### src/rtl/pipeline_pkg.sv
// Shared opcodes, instruction type field codes and memory-stage FSM states.
package pipeline_pkg;

    localparam logic [3:0] OP_LOAD  = 4'b1000;
    localparam logic [3:0] OP_STORE = 4'b1001;

    // Opcode bit 15 selects the instruction format.
    typedef enum logic {
        R_TYPE = 1'b0,
        A_TYPE = 1'b1
    } type_field_t;

    typedef enum logic {
        IDLE,
        ACCESS
    } mem_state_t;

    typedef enum logic [1:0] {
        CLS_R,
        CLS_A,
        CLS_LOAD,
        CLS_STORE
    } instr_class_t;

    function automatic instr_class_t classify(input logic [3:0] opcode);
        instr_class_t cls;
        if (opcode == OP_LOAD) begin
            cls = CLS_LOAD;
        end else if (opcode == OP_STORE) begin
            cls = CLS_STORE;
        end else if (type_field_t'(opcode[3]) == R_TYPE) begin
            cls = CLS_R;
        end else begin
            cls = CLS_A;
        end
        return cls;
    endfunction

endpackage

### src/rtl/mem_timeout_counter.sv
// Counts ACCESS cycles that end without mem_ready; only built with PIPELINE_MEMORY_TIMEOUT_EN.
`ifdef PIPELINE_MEMORY_TIMEOUT_EN
module mem_timeout_counter #(
    parameter int TIMEOUT_CYCLES = 255
) (
    input  logic clk,
    input  logic reset,
    input  logic i_clear,
    input  logic i_count,
    output logic o_expired
);

    localparam int W = (TIMEOUT_CYCLES > 1) ? $clog2(TIMEOUT_CYCLES) : 1;
    localparam logic [W-1:0] LAST = W'(TIMEOUT_CYCLES - 1);

    logic [W-1:0] r_count;

    always_ff @(posedge clk) begin
        if (!reset || i_clear) begin
            r_count <= '0;
        end else if (i_count) begin
            r_count <= r_count + 1'b1;
        end
    end

    // Expiry lands on the edge that closes the TIMEOUT_CYCLES-th waiting cycle.
    assign o_expired = i_count && (r_count == LAST);

endmodule
`endif

### src/rtl/pipeline_memory.sv
// Memory stage: forwards ALU results and performs load/store accesses to data memory.
// Defining PIPELINE_MEMORY_TIMEOUT_EN adds an abort when an access waits TIMEOUT_CYCLES cycles.
module pipeline_memory
    import pipeline_pkg::*;
#(
    parameter int TIMEOUT_CYCLES = 255
) (
    input  logic        clk,
    input  logic        reset,
    input  logic        execute_done,
    input  logic        execute_is_dependent,
    input  logic [15:0] execute_result,
    input  logic [15:0] execute_instr,
    input  logic [15:0] execute_store_data,
    output logic        memory_stall,
    output logic        memory_done,
    output logic        memory_is_dependent,
    output logic [15:0] memory_result,
    output logic [15:0] memory_instr,
    output logic        mem_req,
    output logic        mem_we,
    output logic [15:0] mem_addr,
    output logic [15:0] mem_wdata,
    input  logic        mem_ready,
    input  logic [15:0] mem_rdata,
    output logic        memory_fault
);

    mem_state_t   r_state;
    logic         r_done;
    logic         r_isDependent;
    logic [15:0]  r_result;
    logic [15:0]  r_instr;
    logic         r_req;
    logic         r_we;
    logic [15:0]  r_addr;
    logic [15:0]  r_wdata;
    logic [15:0]  r_latchedInstr;
    logic         r_isLoad;
    logic         r_fault;

    instr_class_t w_class;
    logic         w_isLoad;
    logic         w_isStore;
    logic         w_timeout;

    assign w_class   = classify(execute_instr[15:12]);
    assign w_isLoad  = (w_class == CLS_LOAD);
    assign w_isStore = (w_class == CLS_STORE);

`ifdef PIPELINE_MEMORY_TIMEOUT_EN
    logic w_clearTimer;
    logic w_countTimer;

    assign w_clearTimer = (r_state == IDLE);
    assign w_countTimer = (r_state == ACCESS) && !mem_ready;

    mem_timeout_counter #(
        .TIMEOUT_CYCLES(TIMEOUT_CYCLES)
    ) u_timeout (
        .clk      (clk),
        .reset    (reset),
        .i_clear  (w_clearTimer),
        .i_count  (w_countTimer),
        .o_expired(w_timeout)
    );
`else
    assign w_timeout = 1'b0;
`endif

    always_ff @(posedge clk) begin
        if (!reset) begin
            r_state        <= IDLE;
            r_done         <= 1'b0;
            r_isDependent  <= 1'b0;
            r_result       <= '0;
            r_instr        <= '0;
            r_req          <= 1'b0;
            r_we           <= 1'b0;
            r_addr         <= '0;
            r_wdata        <= '0;
            r_latchedInstr <= '0;
            r_isLoad       <= 1'b0;
            r_fault        <= 1'b0;
        end else begin
            r_fault <= 1'b0;
            case (r_state)
                IDLE: begin
                    if (w_isLoad || w_isStore) begin
                        // Stage outputs become a bubble while the access is outstanding.
                        r_state        <= ACCESS;
                        r_req          <= 1'b1;
                        r_we           <= w_isStore;
                        r_addr         <= execute_result;
                        r_wdata        <= w_isStore ? execute_store_data : 16'h0000;
                        r_latchedInstr <= execute_instr;
                        r_isLoad       <= w_isLoad;
                        r_done         <= 1'b0;
                        r_isDependent  <= 1'b0;
                        r_result       <= '0;
                        r_instr        <= '0;
                    end else begin
                        r_done        <= execute_done;
                        r_isDependent <= execute_is_dependent;
                        r_result      <= execute_result;
                        r_instr       <= execute_instr;
                    end
                end
                ACCESS: begin
                    if (mem_ready) begin
                        r_state       <= IDLE;
                        r_req         <= 1'b0;
                        r_we          <= 1'b0;
                        r_addr        <= '0;
                        r_wdata       <= '0;
                        r_done        <= 1'b1;
                        r_isDependent <= r_isLoad;
                        r_result      <= r_isLoad ? mem_rdata : r_addr;
                        r_instr       <= r_latchedInstr;
                    end else if (w_timeout) begin
                        r_state <= IDLE;
                        r_req   <= 1'b0;
                        r_we    <= 1'b0;
                        r_addr  <= '0;
                        r_wdata <= '0;
                        r_fault <= 1'b1;
                    end
                end
                default: r_state <= IDLE;
            endcase
        end
    end

    assign memory_stall        = (r_state == ACCESS) && !mem_ready;
    assign memory_done         = r_done;
    assign memory_is_dependent = r_isDependent;
    assign memory_result       = r_result;
    assign memory_instr        = r_instr;
    assign mem_req             = r_req;
    assign mem_we              = r_we;
    assign mem_addr            = r_addr;
    assign mem_wdata           = r_wdata;
    assign memory_fault        = r_fault;

endmodule

### config.mk
export PLATFORM = sky130hd
export DESIGN_NAME = pipeline_memory
export DESIGN_NICKNAME = d
export VERILOG_FILES = /design/src/rtl/pipeline_pkg.sv /design/src/rtl/mem_timeout_counter.sv /design/src/rtl/pipeline_memory.sv
export SDC_FILE = /design/constraint.sdc
export NUM_CORES = 1
export LEC_CHECK = 0
export ABC_CLOCK_PERIOD_IN_PS = 1680
export CAP_MARGIN = 20
export CORE_MARGIN = 2
export CORE_UTILIZATION = 39
export DETAILED_ROUTE_END_ITERATION = 6
export PLACE_DENSITY = 0.8
export SLEW_MARGIN = 20
export SYNTH_ARGS = -nofsm -noshare
export SYNTH_HDL_FRONTEND = slang
export SYNTH_HIERARCHICAL = 1
export SYNTH_SLANG_ARGS = --single-unit
### constraint.sdc
create_clock -name clk -period 1.68 [get_ports clk]
set_clock_uncertainty 0.15 [all_clocks]
set_input_delay 0.168 -clock clk [delete_from_list [all_inputs] [get_ports clk]]
set_output_delay 0.168 -clock clk [all_outputs]
set_load 0.01 [all_outputs]
# --- Yosys cells after proc, flatten, opt, wreduce, memory -nomap -nowiden ---
# Cells that the tools add are included.
word_totals:
  reg_bits: 86
  in_bits: 69
  out_inout_bits: 70
classes:
  n_eq_ne: 6
  mux: 30
  bitwise_logic: 1
  reduce_logical: 5
op_table:
  columns: ["operator", "n"]
  rows:
  - ["$mux 16", 9]
  - ["$pmux 16 s2", 4]
  - ["$mux 1", 10]
  - ["$pmux 1 s2", 5]
  - ["$eq 4x4->1 const B", 2]
  - ["$eq 2x2->1 const B", 2]
  - ["$mux 2", 2]
  - ["$ne 2x2->1 const B", 2]
  - ["$reduce_and 2->1", 2]
  - ["$logic_and 1x1->1", 1]
  - ["$logic_not 1->1", 1]
  - ["$logic_or 1x1->1", 1]
  - ["$not 1->1", 1]

# --- Depth between registers and ports, before layout ---
logic_depth:
  ltp_word: 7
  ltp_mapped: 6
  depth_no_buf: 3

# --- Worst setup path after synthesis ---
# No wires, ideal clock.
synth_path:
  path_kind: "reg2reg"
  start: "reg r_state"
  end: "reg r_wdata[10] (netlist: mem_wdata[10])"
  setup_time_ps: 117
  t_arrival_ps: 1550
  t_required_ps: 1413
  setup_slack_ps: -136
  path_stages_with_launch: 7
  n_path_buf: 3
  path_cell_list: "dfxtp_1 > or4b_1 > buf_2 > and3_1 > buf_6 > buf_6 > a22o_1"
synth_via:
  elab_chain_cells: 3
  elab_cells_between_ends: 5
  cone_classes: "2 x eq/ne; 1 x mux; 1 x bitwise; 1 x reduce/logical"
synth_lines:
  columns: ["element", "line", "source"]
  rows:
  - ["from (decl)", "pipeline_memory.sv:29", "mem_state_t r_state;"]
  - ["from (signal assigned)", "pipeline_memory.sv:73", "r_state <= IDLE;"]
  - ["from (signal assigned)", "pipeline_memory.sv:91", "r_state <= ACCESS;"]
  - ["from (signal assigned)", "pipeline_memory.sv:111", "r_state <= IDLE;"]
  - ["$not 1->1 (no source line)", null, null]
  - ["$ne 2x2->1 (no source line)", null, null]
  - ["$reduce_and 2->1 (no source line)", null, null]
  - ["to (signal assigned)", "pipeline_memory.sv:95", "r_wdata <= w_isStore ? execute_store_data : 16'h0000;"]
  - ["to (decl)", "pipeline_memory.sv:37", "logic [15:0] r_wdata;"]
# Several ways; a longest one is shown, not always the timed one.
# A chain may end at the register's enable or synchronous reset.

# --- Worst setup path after layout ---
# Same ends and word-level chain as after synthesis.

==> key figures <==
Status
  • Outcome: finished, final reports clean

Worst setup path
  • CP Data Arrival Time: 1.70 ns
  • Cell Chain, Critical Path: or4b_1, and3_4, a22o_1
  • Slowest cell on crit path: or4b_1
  • Worst EP required: 1.76 ns
  • Worst path depth: 3
  • Worst Path Buf+Inv: 0
  • Endpoint class of the critical path: flip-flop
  • Startpoint Class: flip-flop
  • Slowest Stage Delay on Critical Path: 0.52 ns
  • R2R depth: 3
  • Crit Path Category: reg2reg
  • Top cell family by delay on the critical path: simple AND/OR/NAND/NOR gates
  • Top fanout value on the critical path: 16

Synthesis
  • Synthesized instance count: 347
  • Seq/Total Area, Yosys: 0.508
  • Synthesized area per cell: 9.77 um^2
  • Synth Net Count: 416
  • Post-synth top flop: dfxtp_1
  • EDFF count, synth: 0
  • Synth area leader: dfxtp_1
  • Post-synthesis cell type count: 28
  • Ys Warns: 6
  • FF+latch count, synth: between 80 and 90
  • Yosys top cell area share: 0.508
  • Count leader, synth: dfxtp_1
  • Commonest cells post-synth: 86 x dfxtp_1, 46 x nand2_1, 32 x mux2i_1, 31 x a22o_1, 30 x a21boi_0
  • Largest cells by area after synthesis: dfxtp_1 51%, mux2i_1 9.4%, a22o_1 8.0%, a21boi_0 6.6%, nand2_1 5.1%
  • Asr flop ratio synth: 0
  • Cell area after synthesis: roughly 3400 um^2

Pwr
  • Leak pwr: 1.95 nW
  • Worst vdd ir: between 400 and 500 uV
  • Pwr Density: 835 nW/um^2

Timing
  • Tmin final: 1.62 ns
  • Hold slack: roughly 0.11 ns
  • RSZ-0062 raised after global routing: no
  • Setup_tns: 0 ns
  • Setup ws final: 0.0647 ns
  • Hold Fails Final Rpt: 0
  • Max frequency: 619 MHz
  • Max Transition Viols Final: 0
  • Final Setup Violations: 0
  • Final worst path period share: 0.961

Floorplanning
  • Core ar.: 8590 um^2
  • Core Rows: 34
  • Chip height: 97.2 um
  • Die area: about 9500 um^2
  • Num ports: approximately 140
  • Die span in x: 97.2 um
  • Starting Density: 0.395

Clocking
  • Skew-Pair Late Insertion Delay: 0.34 ns
  • Clock transition at path regs: around 0.080 ns
  • CTS H-tree depth: 3
  • CTS tree: built
  • Root buffer cell: clkbuf_8
  • Clock Path Buffers: 2
  • Post-CTS Setup Inserts: 0
  • CTS buffer count: 9
  • Clk sinks: 86

Flow run
  • Max-Cap Viols: 0

Routing
  • First DRT Iteration DRCs: 70
  • Total iterations of the first detailed-routing run: 4
  • Final WL: about 9 mm
  • Residual DRC: 0
  • Drt via density: around 5.2
  • Via Count: 3089
  • Post-route ant nets: 0
  • WL/cell: 15.4 um

Global routing
  • Gr usage total: 0.191
  • Met3 GRT Util: 0.0410
  • Wire length of the first global-routing pass: about 15 mm
  • Grt ovf: 0
  • Met2 GRT Util: 0.329
  • Met1 Use GR: 0.239
  • Largest net degree at the start of global routing: 34
  • Initial antenna violation count: 0
  • Number of global-route vias before repair: 2999
  • GRT busiest layer: met2

Placement
  • GPL Wtd Cong: 0.839
  • Final HPWL from detailed placement: 6.58 mm
  • Pre-CTS setup slack: -0.235 ns
  • IO Port Bufs: 137
  • DP Cell Count: 582

Final layout
  • Area growth, synth to finish: 53.5%
  • Final #Nets: 554
  • Fraction of layout cells with a size suffix above 1: 0.0918
  • ANT cells: 0
  • Non-filler instance count after layout: 598

Min path
  • Hold Crit Class: in2reg
  • Hold path cells: 3
==> area by class of cell <==
type / instances / area (um^2)
fill: 715 / 3390
sequential: 86 / 1720
timing repair buffer: 160 / 1600
multi-input combinational: 228 / 1540
clock buffer: 11 / 141
tap: 108 / 135
clock inverter: 5 / 58.8
==> logic make-up (layout without fill, tap and decap cells) <==
family / count (synthesis) / after routing / synth area share
flops: 86 / 86 / 0.508
compound gates: 102 / 102 / 0.230
simple gates: 93 / 93 / 0.123
other cells: 1 / 1 / 0.00111
mux: 32 / 32 / 0.0945
buf+inv: 33 / 176 / 0.0439
==> state kept, by name, indices dropped and copies added (netlist names) <==
name and cells:
mem_addr 16, mem_req 1, mem_wdata 16, mem_we 1, memory_done 1, memory_instr 16
memory_is_dependent 1, memory_result 16, r_isLoad 1, r_latchedInstr 16, r_state 1
==> where the power goes <==
part	switching (mW)	leakage [nW]	total [mW]	internal, mW
logic	0.283	1.15	0.716	0.432
clock network	0.718	0.0955	1.45	0.729
registers	0.0542	0.705	2.18	2.13
==> placed cells by master, fill, tap and decap left out, drive strengths merged, types with 15 or more instances in the layout <==
cell type and instances:
a22o 31, a21boi 30, dfxtp 86, buf 24, nand2 46, o2bb2ai 15, clkdlybuf4s50 135, nor2 17
nand3 17, a21oi 17, mux2i 32
==> layer usage <==
layer	vias to the layer above	part of all wire	wire, um
met3	13	0.053	493
li1	1518	-	-
met4	0	0.014	132
met5	-	0	0
met1	1458	0.45	4120
met2	100	0.49	4480
==> metrics by stage <==
step | util | total power [mW] | instance area [um^2]
2_1_floorplan | - | 2.51 | 3400
3_3_place_gp | 0.582 | 2.93 | 5000
3_5_place_dp | 0.582 | 2.95 | 5000
4_1_cts | 0.605 | 4.39 | 5200
5_1_grt | 0.606 | 4.54 | 5200
6_report | 0.606 | 4.35 | 5200
==> worst min-delay path: cells and delay by family <==
family                 cells  cell delay [ns]
AOI/OAI and AO/OA          1             0.18
buffers and inverters      1             0.15
and+or+nand+nor            1             0.07
==> worst paths after layout <==
path	start	end	slack (ns)
setup reg to reg	r_state	mem_wdata[10]	0.06
hold / removal	mem_ready	r_state	0.11
setup / recovery	r_state	mem_wdata[10]	0.06
hold reg to reg	r_latchedInstr[0]	r_latchedInstr[0]	0.31
==> timing repair <==
action,4_1_cts,5_1_grt
setup endpoints to repair,1,17
pin swaps,0,1
gates resized for setup,2,2
hold buffers,0,0
(Power assumes the default switching activity.)
==> RTL edit: new RTL, config.mk and constraints unchanged <==
Build with the macro `PIPELINE_MEMORY_TIMEOUT_EN` defined.
--- a/src/rtl/mem_timeout_counter.sv
+++ b/src/rtl/mem_timeout_counter.sv
@@ -1,4 +1,6 @@
 // Counts ACCESS cycles that end without mem_ready; only built with PIPELINE_MEMORY_TIMEOUT_EN.
+`define PIPELINE_MEMORY_TIMEOUT_EN
+
 `ifdef PIPELINE_MEMORY_TIMEOUT_EN
 module mem_timeout_counter #(
     parameter int TIMEOUT_CYCLES = 255
Formal check against the unedited RTL: no difference found for any inputs over 10 cycles, from zero or initial values and one cycle with reset low; that may be too few to reach the edited logic, so the function may still have changed.
==> RTL edit against the unedited design <==
Die area increased by 8.4%. Setup slack got worse by 0.042 ns. Combinational power decreased by 3.9%. Sequential cell count increased by 9. Wire length increased by 18%. Count of clock-buffer cells in the layout unchanged. Synthesized cell count increased by 19%. Maximum frequency decreased by 2.5%. Critical path type is now in -> reg. Final area increased by 7.0%. Via count increased by 18%. Sequential share of layout area increased by 1.2 points. Area after synthesis increased by 8.8%. Total power increased by 1.9%.
==> RTL edit: results (changes against the unedited design) <==
Hold path
  • Hold Crit Start: execute_result[2] (was mem_ready)

Route
  • Vias/cell: 5.42 (was 5.17)
  • Starting DRT DRC Count: 123 (was 70)
  • Wire length on met2: 5420 um (was 4480 um)
  • WL per Instance: 16.2 um (was 15.4 um)
  • Drt pass-1 iters: 5 (was 4)

Placed design
  • Routability Congestion: 0.788 (was 0.839)
  • # port buffers: 138 (was 137)
  • DP Worst Slack: -0.455 ns (was -0.235 ns)
  • DP Cell Count: 657 (was 582)

Logic synthesis
  • Synth top cells by count: dfxtp_1 (95), nand2_1 (49), a21oi_1 (44), o21ai_0 (35), nand3_1 (30) (was dfxtp_1 (86), nand2_1 (46), mux2i_1 (32), a22o_1 (31), a21boi_0 (30))
  • Synth top area cells: dfxtp_1 (52%), a21oi_1 (6.0%), nand2_1 (5.0%), o21ai_0 (4.7%), mux2i_1 (4.1%) (was dfxtp_1 (51%), mux2i_1 (9.4%), a22o_1 (8.0%), a21boi_0 (6.6%), nand2_1 (5.1%))
  • Post-synthesis compound-gate area fraction: 0.214 (was 0.230)
  • Adder and majority gate portion of the synthesized area: 0.00678 (was 0)

Worst setup path
  • Largest stage delay on the critical path: 0.47 ns (was 0.52 ns)
  • CP max-delay cell: clkdlybuf4s50_1 (was or4b_1)
  • Worst endpoint data arrival time: 1.74 ns (was 1.70 ns)
  • Crit path max fanout: 12 (was 16)
  • Delay-heaviest family, CP: buffers and inverters (was simple AND/OR/NAND/NOR gates)

Layout
  • Non-Filler Instances: 673 (was 598)
  • Layout cells sized above 1: 0.112 (was 0.0918)
  • # fillers: 799 (was 715)

Clocking
  • Resized Gates After CTS: 8 (was 2)

Power
  • Power Internal: 3.32 mW (was 3.29 mW)

Outcome
  • Status: finished, final reports clean (unchanged)
RTL edit: cell types whose count changed in the layout (fill, tap and decap cells not counted), sizes merged, moves of 9 or more:
cell     change
o2bb2ai     -15
a21oi       +27
o21ai       +34
a21boi      -30
a22o        -15
a221o       +12
mux2i       -17
dfxtp        +9
nand3       +13
nor2        +12
RTL edit: power groups by stage:
stage,combinational [mW],sequential [mW],clock [mW]
5_1_grt,0.740,2.40,1.48
2_1_floorplan,0.232,2.47,0
6_report,0.688,2.39,1.34
3_3_place_gp,0.668,2.45,0
4_1_cts,0.688,2.39,1.37
3_5_place_dp,0.684,2.45,0
RTL edit: final cells by class:
type	instances	share of cell area
Multi-Input combinational cell	278	0.300
Clock buffer	11	0.0254
Inverter	5	0.00382
Timing Repair Buffer	168	0.297
Tap cell	111	0.0249
Sequential cell	95	0.343
Clock inverter	5	0.00606
